File: config.mk
export PLATFORM = sky130hd
export DESIGN_NAME = serial_frame_rx
export DESIGN_NICKNAME = d
export VERILOG_FILES = /design/src/rtl/serial_frame_rx_pkg.sv /design/src/rtl/serial_frame_rx_fifo2.sv /design/src/rtl/serial_frame_rx.sv
export SDC_FILE = /design/constraint.sdc
export NUM_CORES = 1
export LEC_CHECK = 0
export CORE_MARGIN = 10
export CORE_UTILIZATION = 55
export CTS_CLUSTER_DIAMETER = 40
export DETAILED_ROUTE_END_ITERATION = 8
export GPL_ROUTABILITY_DRIVEN = 0
export PLACE_DENSITY = 0.9
export SLEW_MARGIN = 30
export SYNTH_ARGS = -nofsm -noshare
export SYNTH_HDL_FRONTEND = slang
export SYNTH_SLANG_ARGS = --single-unit
File: constraint.sdc
create_clock -name clk -period 5 [get_ports clk]
set_input_delay 0.75 -clock clk [delete_from_list [all_inputs] [get_ports clk]]
set_output_delay 0.75 -clock clk [all_outputs]
set_load 0.005 [all_outputs]
File: src/rtl/serial_frame_rx_pkg.sv
// serial_frame_rx_pkg: shared FSM encodings and framing constants for the serial frame receiver
package serial_frame_rx_pkg;
   typedef enum logic [1:0] {S_IDLE, S_DATA, S_PARITY, S_STOP} state_t;
   localparam logic START_BIT = 1'b0;
   localparam logic STOP_BIT = 1'b1;
   localparam int FIFO_DEPTH = 2;
endpackage

File: src/rtl/serial_frame_rx_fifo2.sv
// rx_fifo2: two-entry FIFO whose head entry is itself the registered output word
module rx_fifo2
   import serial_frame_rx_pkg::*;
#(
   parameter int Len = 8
) (
   input  logic           clk,
   input  logic           rst,
   input  logic           push,
   input  logic [Len-1:0] din,
   input  logic           pop,
   output logic [Len-1:0] head,
   output logic           full,
   output logic           empty,
   output logic           overflow
);
   logic [Len-1:0] tail;
   logic [1:0] count;
   logic do_pop;
   assign full = count == 2'(FIFO_DEPTH);
   assign empty = count == 2'd0;
   assign do_pop = pop & ~empty;
   // head keeps its last value after draining so data_out holds while invalid
   always_ff @(posedge clk or posedge rst) begin
      if (rst) begin
         head <= '0;
         tail <= '0;
         count <= '0;
         overflow <= 1'b0;
      end else begin
         overflow <= push & full & ~do_pop;
         if (do_pop && full) head <= tail;
         if (push && (empty || (count == 2'd1 && do_pop))) head <= din;
         if (push && ((count == 2'd1 && !do_pop) || (full && do_pop))) tail <= din;
         count <= count + {1'b0, push & ~(full & ~do_pop)} - {1'b0, do_pop};
      end
   end
endmodule

File: src/rtl/serial_frame_rx.sv
// serial_frame_rx: frames a strobed MSB-first serial bitstream into words and buffers them
module serial_frame_rx
   import serial_frame_rx_pkg::*;
#(
   parameter int Len = 8,
   parameter bit PARITY_EN = 1'b0
) (
   input  logic           clk,
   input  logic           rst,
   input  logic           sin,
   input  logic           sin_en,
   output logic [Len-1:0] data_out,
   output logic           data_valid,
   input  logic           data_ready,
   output logic           frame_err,
   output logic           overflow,
   output logic           busy
);
   localparam int CW = $clog2(Len);
   state_t state, state_nx;
   logic [CW-1:0] cnt;
   logic [Len-1:0] shreg;
   logic perr, push_q, stop_ok, stop_bad, empty, full;
   always_ff @(posedge clk or posedge rst) begin
      if (rst) state <= S_IDLE;
      else state <= state_nx;
   end
   always_comb begin
      state_nx = state;
      stop_ok = 1'b0;
      stop_bad = 1'b0;
      if (sin_en) begin
         case (state)
            S_IDLE: state_nx = (sin == START_BIT) ? S_DATA : S_IDLE;
            S_DATA: state_nx = (cnt == CW'(Len - 1)) ? (PARITY_EN ? S_PARITY : S_STOP) : S_DATA;
            S_PARITY: state_nx = S_STOP;
            default: begin
               state_nx = S_IDLE;
               stop_ok = (sin == STOP_BIT) & ~perr;
               stop_bad = ~stop_ok;
            end
         endcase
      end
   end
   // shreg is untouched in IDLE, so the FIFO can still take it on the edge after the stop bit
   always_ff @(posedge clk or posedge rst) begin
      if (rst) begin
         cnt <= '0;
         shreg <= '0;
         perr <= 1'b0;
         push_q <= 1'b0;
         frame_err <= 1'b0;
      end else begin
         push_q <= stop_ok;
         frame_err <= stop_bad;
         if (sin_en) begin
            case (state)
               S_IDLE: begin
                  cnt <= '0;
                  perr <= 1'b0;
               end
               S_DATA: begin
                  shreg <= {shreg[Len-2:0], sin};
                  cnt <= cnt + 1'b1;
               end
               S_PARITY: perr <= ^{shreg, sin};
               default: ;
            endcase
         end
      end
   end
   rx_fifo2 #(.Len(Len)) u_fifo (
      .clk(clk),
      .rst(rst),
      .push(push_q),
      .din(shreg),
      .pop(data_ready),
      .head(data_out),
      .full(full),
      .empty(empty),
      .overflow(overflow)
   );
   assign data_valid = ~empty;
   assign busy = state != S_IDLE;
endmodule

==> results.md, run 1 <==
* Synthesized Nets at 137
* Antenna violations before repair at 0
* Synth-to-layout area growth at 14.46%
* Post-Synthesis Mean Instance Area at 13.33 um2
* Die outline area at 0.005598 mm2
* Share of power burned in registers at 0.480
* CTS resizes at 0
* Width of the die at 74.82 um
* Synth top cells by count: sky130_fd_sc_hd__dfrtp_1 (35), sky130_fd_sc_hd__mux2_2 (31), sky130_fd_sc_hd__ha_1 (8), sky130_fd_sc_hd__inv_1 (8), sky130_fd_sc_hd__xnor2_1 (7)
* Placed standard-cell area at 0.001851 mm2
* Total of warnings raised by yosys at 0
* Relative slew slack at 0.6731
* Hold-fix buffers, CTS at 0
* Critical Path Slowest Stage Cell: sky130_fd_sc_hd__clkdlybuf4s50_1
* Proportion of netlist area held by the largest area contributor at 0.5299
* Total leakage power at 0.9185 nW
* Number of enable flip-flop cells after synthesis at 0
* Unrepaired setup endpoints after global routing: no
* Wire length per cell at 15.31 um
* Startpoint class of the critical path: register
* Filler instances at 199
* Number of buffer cells added on primary ports at 16
* Overall global routing resource usage at 0.1042
* Peak supply drop at 0.2968 mV
* Global route total overflow at 0
* Count of pins over their slew limit at 0
* Int Power at 0.5994 mW
* Post-route DRC violation count at 0
* Crit Reg-Reg Startpoint: u_fifo.count[1]
* Combined area of the multi-input logic cells at 734.5 um2
* Worst path bufs/invs at 3
* Cell Chain, Critical Path: inv_1 > ha_1 > inv_1 > clkdlybuf4s50_1
* Share of the yosys chip area belonging to registers at 0.5299
* Maximum root-to-sink buffer count at 2
* Final cell count without fillers at 176
* Number of vias per cell after detailed routing at 5.585
* Overall power after layout at 0.9053 mW
* Initial Util at 0.5892
* Min cycle time layout at 2.382 ns
* Slew of the pin with the lowest slew margin at 0.4903 ns
* Required @ worst endpoint at 4.25 ns
* WL final at 2694 um
* Cell depth of the worst hold path at 1
* Area taken by flip-flops and latches at 875.8 um2
* Max-cap violations at 0
* Detailed-router iteration count before antenna repair at 5
* Clock power frac at 0.142
* Final Instance Area at 0.001892 mm2
* Maximum frequency from static timing analysis at 0.4198 GHz
* Library cell used as clock root buffer: sky130_fd_sc_hd__clkbuf_4
* Critical Setup Path Class: reg2out
* Period utilisation layout at 0.4765
* Clock insertion delay at the later pin of the skew report at 0.31 ns
* Ranking of synthesized cells by area: sky130_fd_sc_hd__dfrtp_1 (53%), sky130_fd_sc_hd__mux2_2 (21%), sky130_fd_sc_hd__ha_1 (6.1%)
* Part of the power in combinational logic at 0.379
* Via count of the first global-routing pass at 977
* Vert. Die Dim at 74.82 um
* Unique masters post-synth at 24
* Share of final-layout standard cells stronger than drive strength 1 at 0.2897
* Kind of cell adding the most delay to the critical path: buffers and inverters
* Violation count after the first detailed-route iteration at 54
* Minimum setup slack among reg-to-reg paths at 3.29 ns
* Count of clock tree sinks at 35
* ANT nets after route at 0
* Clock transition at the registers of the reported paths at 0.09 ns
* First-pass GRT wire length at 4519 um
* Reg-to-reg critical path endpoint: u_fifo.count[1]
* H-tree depth at 2
* Antenna cells at 0
* Final hold violation count at 0
* Post-Syn Instances at 124
* Area leader, netlist: sky130_fd_sc_hd__dfrtp_1
* Clock tree from TritonCTS: yes
* Peak fanout along the critical path at 4
* WHS Endpoint: push_q
* Main flop type after synthesis: sky130_fd_sc_hd__dfrtp_1
* Fraction of registers with async set/reset at 1.000
* Sort of element at the end of the critical path: output pin
* Post-CTS setup-driven buffer insertion count at 0
* Num ports at 17
* Worst stage delay on the critical path at 0.49 ns
* Switching share of total power at 0.3378
* Power per Cell Area at 478.5 mW/mm2
* Worst hold start: perr
* Number of cells after detailed placement at 170
* Flops & latches, synth at 35
* Run status: finished, final reports clean
* Core region area at 0.002805 mm2
* Critical Path Most Common Cell: sky130_fd_sc_hd__inv_1
* Top-count cell post-synth: sky130_fd_sc_hd__dfrtp_1
* Critical path arrival at 1.63 ns
* Hold slack final at 0.4609 ns
* Vias at 983
* TritonCTS Buffers at 5
* Number of nets at the end of the flow at 159
* Register-to-Register Path Depth at 8
* Clock skew at 0.004358 ns
* Final setup violation count at 0
* Post-Route Setup TNS at 0 ns
* Switching power at 0.3058 mW
* Class of the worst hold path: reg2reg
* Estimated wirelength of the detail-placed design at 2030 um
* Synthesized area at 0.001653 mm2
* Placement Rows at 19
* Largest net degree at the start of global routing at 36
cell families (layout without fill, tap and decap cells):
family / after synthesis / count (layout) / synth area share
fa+ha+maj: 8 / 8 / 0.06056
flops: 35 / 35 / 0.5299
compound gates: 17 / 17 / 0.07192
mux: 31 / 31 / 0.2112
simple gates: 13 / 13 / 0.04467
xor+xnor: 9 / 9 / 0.05602
buf+inv: 11 / 32 / 0.02573
metal layers:
metal,GRT usage,vias up,share of wire
li1,-,479,-
met1,0.1159,486,0.43
met2,0.1752,14,0.50
met3,0.03548,4,0.047
met4,0.05042,0,0.016
met5,0,-,0
worst max-delay path by stage:
| stage | start | end | depth (start not counted) |
|---|---|---|---|
| after CTS | state[0] | busy | 4 |
| final | state[0] | busy | 4 |
| after global routing | state[1] | busy | 4 |
| after floorplan | data_ready | u_fifo.head[0] | 4 |
| after global placement | data_ready | u_fifo.head[4] | 4 |
| after detailed placement | data_ready | u_fifo.head[1] | 4 |
state kept, by name, indices dropped and copies added (netlist names):
signal           cells
state                2
cnt                  3
u_fifo.count         2
shreg                8
u_fifo.head          8
perr                 1
frame_err            1
push_q               1
u_fifo.overflow      1
u_fifo.tail          8
placed cells by master, fill, tap and decap left out, drive strengths merged, types with 6 or more instances in the layout:
cell type	instances
ha	8
inv	9
o21ai	7
xnor2	7
dfrtp	35
clkdlybuf4s50	16
clkbuf	6
mux2	31
nand2	6
metrics by stage:
| step | utilization | setup WS [ns] |
|---|---|---|
| 2_1_floorplan | - | 3.092 |
| 3_3_place_gp | 0.6597 | 2.549 |
| 3_5_place_dp | 0.6597 | 2.492 |
| 4_1_cts | 0.6744 | 2.598 |
| 5_1_grt | 0.6744 | 2.531 |
| 6_report | 0.6744 | 2.618 |
power groups by stage:
stage               sequential [mW]  combinational [mW]  clock, mW
floorplan                     0.417               0.265          0
global placement              0.430               0.328          0
detailed placement            0.441               0.345          0
CTS                           0.434               0.348      0.135
global route                  0.447               0.379      0.145
finish                        0.434               0.343      0.128
area by class of cell:
type                    count  area share
inverters                   9     0.01786
multi-input cells          78      0.3882
repair buffers             17     0.08862
flip-flops and latches     35      0.4630
clock buffers               6     0.02183
well taps                  31     0.02050
Note: power is estimated with default switching activity, not from simulation.
==> inputs of run 2 (changes only) <==
--- a/config.mk
+++ b/config.mk
@@ -6,11 +6,11 @@
 export NUM_CORES = 1
 export LEC_CHECK = 0
 export CORE_MARGIN = 10
-export CORE_UTILIZATION = 55
+export CORE_UTILIZATION = 50
 export CTS_CLUSTER_DIAMETER = 40
 export DETAILED_ROUTE_END_ITERATION = 8
 export GPL_ROUTABILITY_DRIVEN = 0
-export PLACE_DENSITY = 0.9
+export PLACE_DENSITY = 0.86
 export SLEW_MARGIN = 30
 export SYNTH_ARGS = -nofsm -noshare
 export SYNTH_HDL_FRONTEND = slang
==> constraint.sdc (replaced) <==
create_clock -name clk -period 2.1 [get_ports clk]
set_input_delay 0.315 -clock clk [delete_from_list [all_inputs] [get_ports clk]]
set_output_delay 0.315 -clock clk [all_outputs]
set_load 0.005 [all_outputs]
==> results.md, run 2 (synthesized netlist as in run 1, its figures left out) <==
* Final core utilization at 0.6387 (-0.03569)
* Library cell used as clock root buffer: sky130_fd_sc_hd__clkbuf_4
* CTS resizes at 0 (unchanged)
* ANT nets after route at 0 (unchanged)
* Violation count after the first detailed-route iteration at 44 (-19%)
* Critical path arrival at 1.64 ns (about the same)
* Number of cells after detailed placement at 187 (+10%)
* Most frequent cells in the layout: sky130_fd_sc_hd__dfrtp_1 (35), sky130_fd_sc_hd__mux2_2 (31), sky130_fd_sc_hd__clkdlybuf4s50_1 (16)
* Num ports at 17 (unchanged)
* Final setup violation count at 0 (unchanged)
* Overall power after layout at 2.278 mW (+150%)
* Crit Reg-Reg Startpoint: u_fifo.count[1]
* Run status: finished, final reports clean
* Wire length per cell at 14.83 um (-3.1%)
* Critical path endpoint: busy
* Minimum setup slack among reg-to-reg paths at 0.34 ns (-2.95 ns)
* Class of the worst hold path: in2async
* Maximum frequency from static timing analysis at 0.5120 GHz
* Via count of the first global-routing pass at 1060 (+8.5%)
* Overall global routing resource usage at 0.1050 (+0.0007962)
* Vert. Die Dim at 77.50 um (+3.6%)
* Die outline area at 0.006005 mm2 (+7.3%)
* Detailed-router iteration count before antenna repair at 4 (-1)
* Number of nets at the end of the flow at 163 (+2.5%)
* Vias at 1017 (+3.5%)
* Clock insertion delay at the later pin of the skew report at 0.34 ns (+0.03 ns)
* Registers with the most flip-flops: shreg: 8 flops, u_fifo.head: 8 flops, u_fifo.tail: 8 flops
* Min cycle time layout at 1.953 ns
* Initial Util at 0.5327 (-0.05654)
* Relative slew slack at 0.7102 (+0.03708)
* TritonCTS Buffers at 5 (unchanged)
* Estimated wirelength of the detail-placed design at 2165 um (+6.7%)
* Antenna cells at 0 (unchanged)
* Share of final-layout standard cells stronger than drive strength 1 at 0.3245 (+0.03485)
* First-pass GRT wire length at 5085 um (+13%)
* Most common library cell in the layout ignoring fill and taps: sky130_fd_sc_hd__dfrtp_1
* Reg-to-reg critical path endpoint: u_fifo.count[1]
* Clock transition at the registers of the reported paths at 0.10 ns (about the same)
* H-tree depth at 2 (unchanged)
* Clock skew at 0.009754 ns (+0.005395 ns)
* CP Launch Point: state[0]
* Peak fanout along the critical path at 4 (unchanged)
* Filler instances at 260 (+31%)
* Antenna violations before repair at 0 (unchanged)
* Post-CTS setup-driven buffer insertion count at 0 (unchanged)
* Largest net degree at the start of global routing at 36 (unchanged)
* Core region area at 0.003103 mm2 (+11%)
* Slew of the pin with the lowest slew margin at 0.4347 ns (-0.05555 ns)
* Count of pins over their slew limit at 0 (unchanged)
* Required @ worst endpoint at 1.78 ns (-2.47 ns)
* Global route total overflow at 0 (unchanged)
* Total leakage power at 0.9568 nW (+4.2%)
* Hold-fix buffers, CTS at 0 (unchanged)
* Max-cap violations at 0 (unchanged)
* Number of buffer cells added on primary ports at 16 (unchanged)
* Peak supply drop at 0.8314 mV (+180%)
* Post-Route Setup TNS at 0 ns (unchanged)
* Unrepaired setup endpoints after global routing: no
* Power per Cell Area at 1149 mW/mm2 (+140%)
* Sort of element at the end of the critical path: output pin
* Register-to-Register Path Depth at 8 (unchanged)
* Period utilisation layout at 0.9301
* Final cell count without fillers at 195 (+11%)
* Width of the die at 77.50 um (+3.6%)
* Critical Setup Path Class: reg2out
* Combined area of the multi-input logic cells at 734.5 um2 (unchanged)
* Maximum root-to-sink buffer count at 2 (unchanged)
* Placement Rows at 20 (+1)
* Startpoint class of the critical path: register
* Post-route DRC violation count at 0 (unchanged)
* Number of vias per cell after detailed routing at 5.215 (-6.6%)
* Final hold violation count at 0 (unchanged)
* Synth-to-layout area growth at 19.91%
* Clock tree from TritonCTS: yes
* WL final at 2891 um (+7.3%)
* Area taken by flip-flops and latches at 875.8 um2 (unchanged)
* Count of clock tree sinks at 35 (unchanged)
==> run 2: worst min path at each step <==
stage,startpoint,end,slack (ns),depth (start not counted)
global placement,perr,push_q,0.44,1
detailed placement,perr,push_q,0.46,1
finish,rst,push_q,0.37,3
CTS,rst,push_q,0.37,3
floorplan,sin,frame_err,0.40,1
global route,rst,push_q,0.40,3
==> run 2: cell type report <==
cell class | count | share of cell area
Clock inverter | 1 | 0.003788
Inverter | 9 | 0.01705
Multi-Input combinational cell | 78 | 0.3706
Tap cell | 44 | 0.02778
Clock buffer | 7 | 0.03283
Timing Repair Buffer | 21 | 0.1061
Sequential cell | 35 | 0.4419
==> run 2: layer usage <==
metal / vias to the layer above / wire length (um) / GRT usage / share of wire
li1: 491 / - / - / -
met1: 507 / 1190 / 0.1112 / 0.41
met2: 13 / 1495 / 0.1764 / 0.52
met3: 6 / 141 / 0.04263 / 0.049
met4: 0 / 63 / 0.05474 / 0.022
met5: - / 0 / 0 / 0
==> run 2: power by group <==
group          switching [mW]  total (mW)  leakage, nW  internal, mW
clock                   0.221       0.417       0.0375         0.196
sequential              0.184        1.03        0.468         0.841
combinational           0.360       0.836        0.452         0.476
total                   0.765        2.28        0.957          1.51
==> run 2: stage by stage <==
| step | cell area, um2 | worst slack (ns) | hold slack (ns) |
|---|---|---|---|
| 6_report | 1982 | 0.1469 | 0.3659 |
| 5_1_grt | 1982 | 0.06806 | 0.3953 |
| 4_1_cts | 1982 | 0.1234 | 0.3661 |
| 3_5_place_dp | 1909 | 0.1421 | 0.4606 |
| 3_3_place_gp | 1909 | 0.2045 | 0.4448 |
| 2_1_floorplan | 1653 | 0.4856 | 0.3988 |
==> run 2: worst max-delay path, cell delays in order (launching register included) <==
cell	delay (ns)
sky130_fd_sc_hd__dfrtp_1	0.41
sky130_fd_sc_hd__inv_1	0.09
sky130_fd_sc_hd__ha_1	0.25
sky130_fd_sc_hd__inv_1	0.06
sky130_fd_sc_hd__clkdlybuf4s50_1	0.49
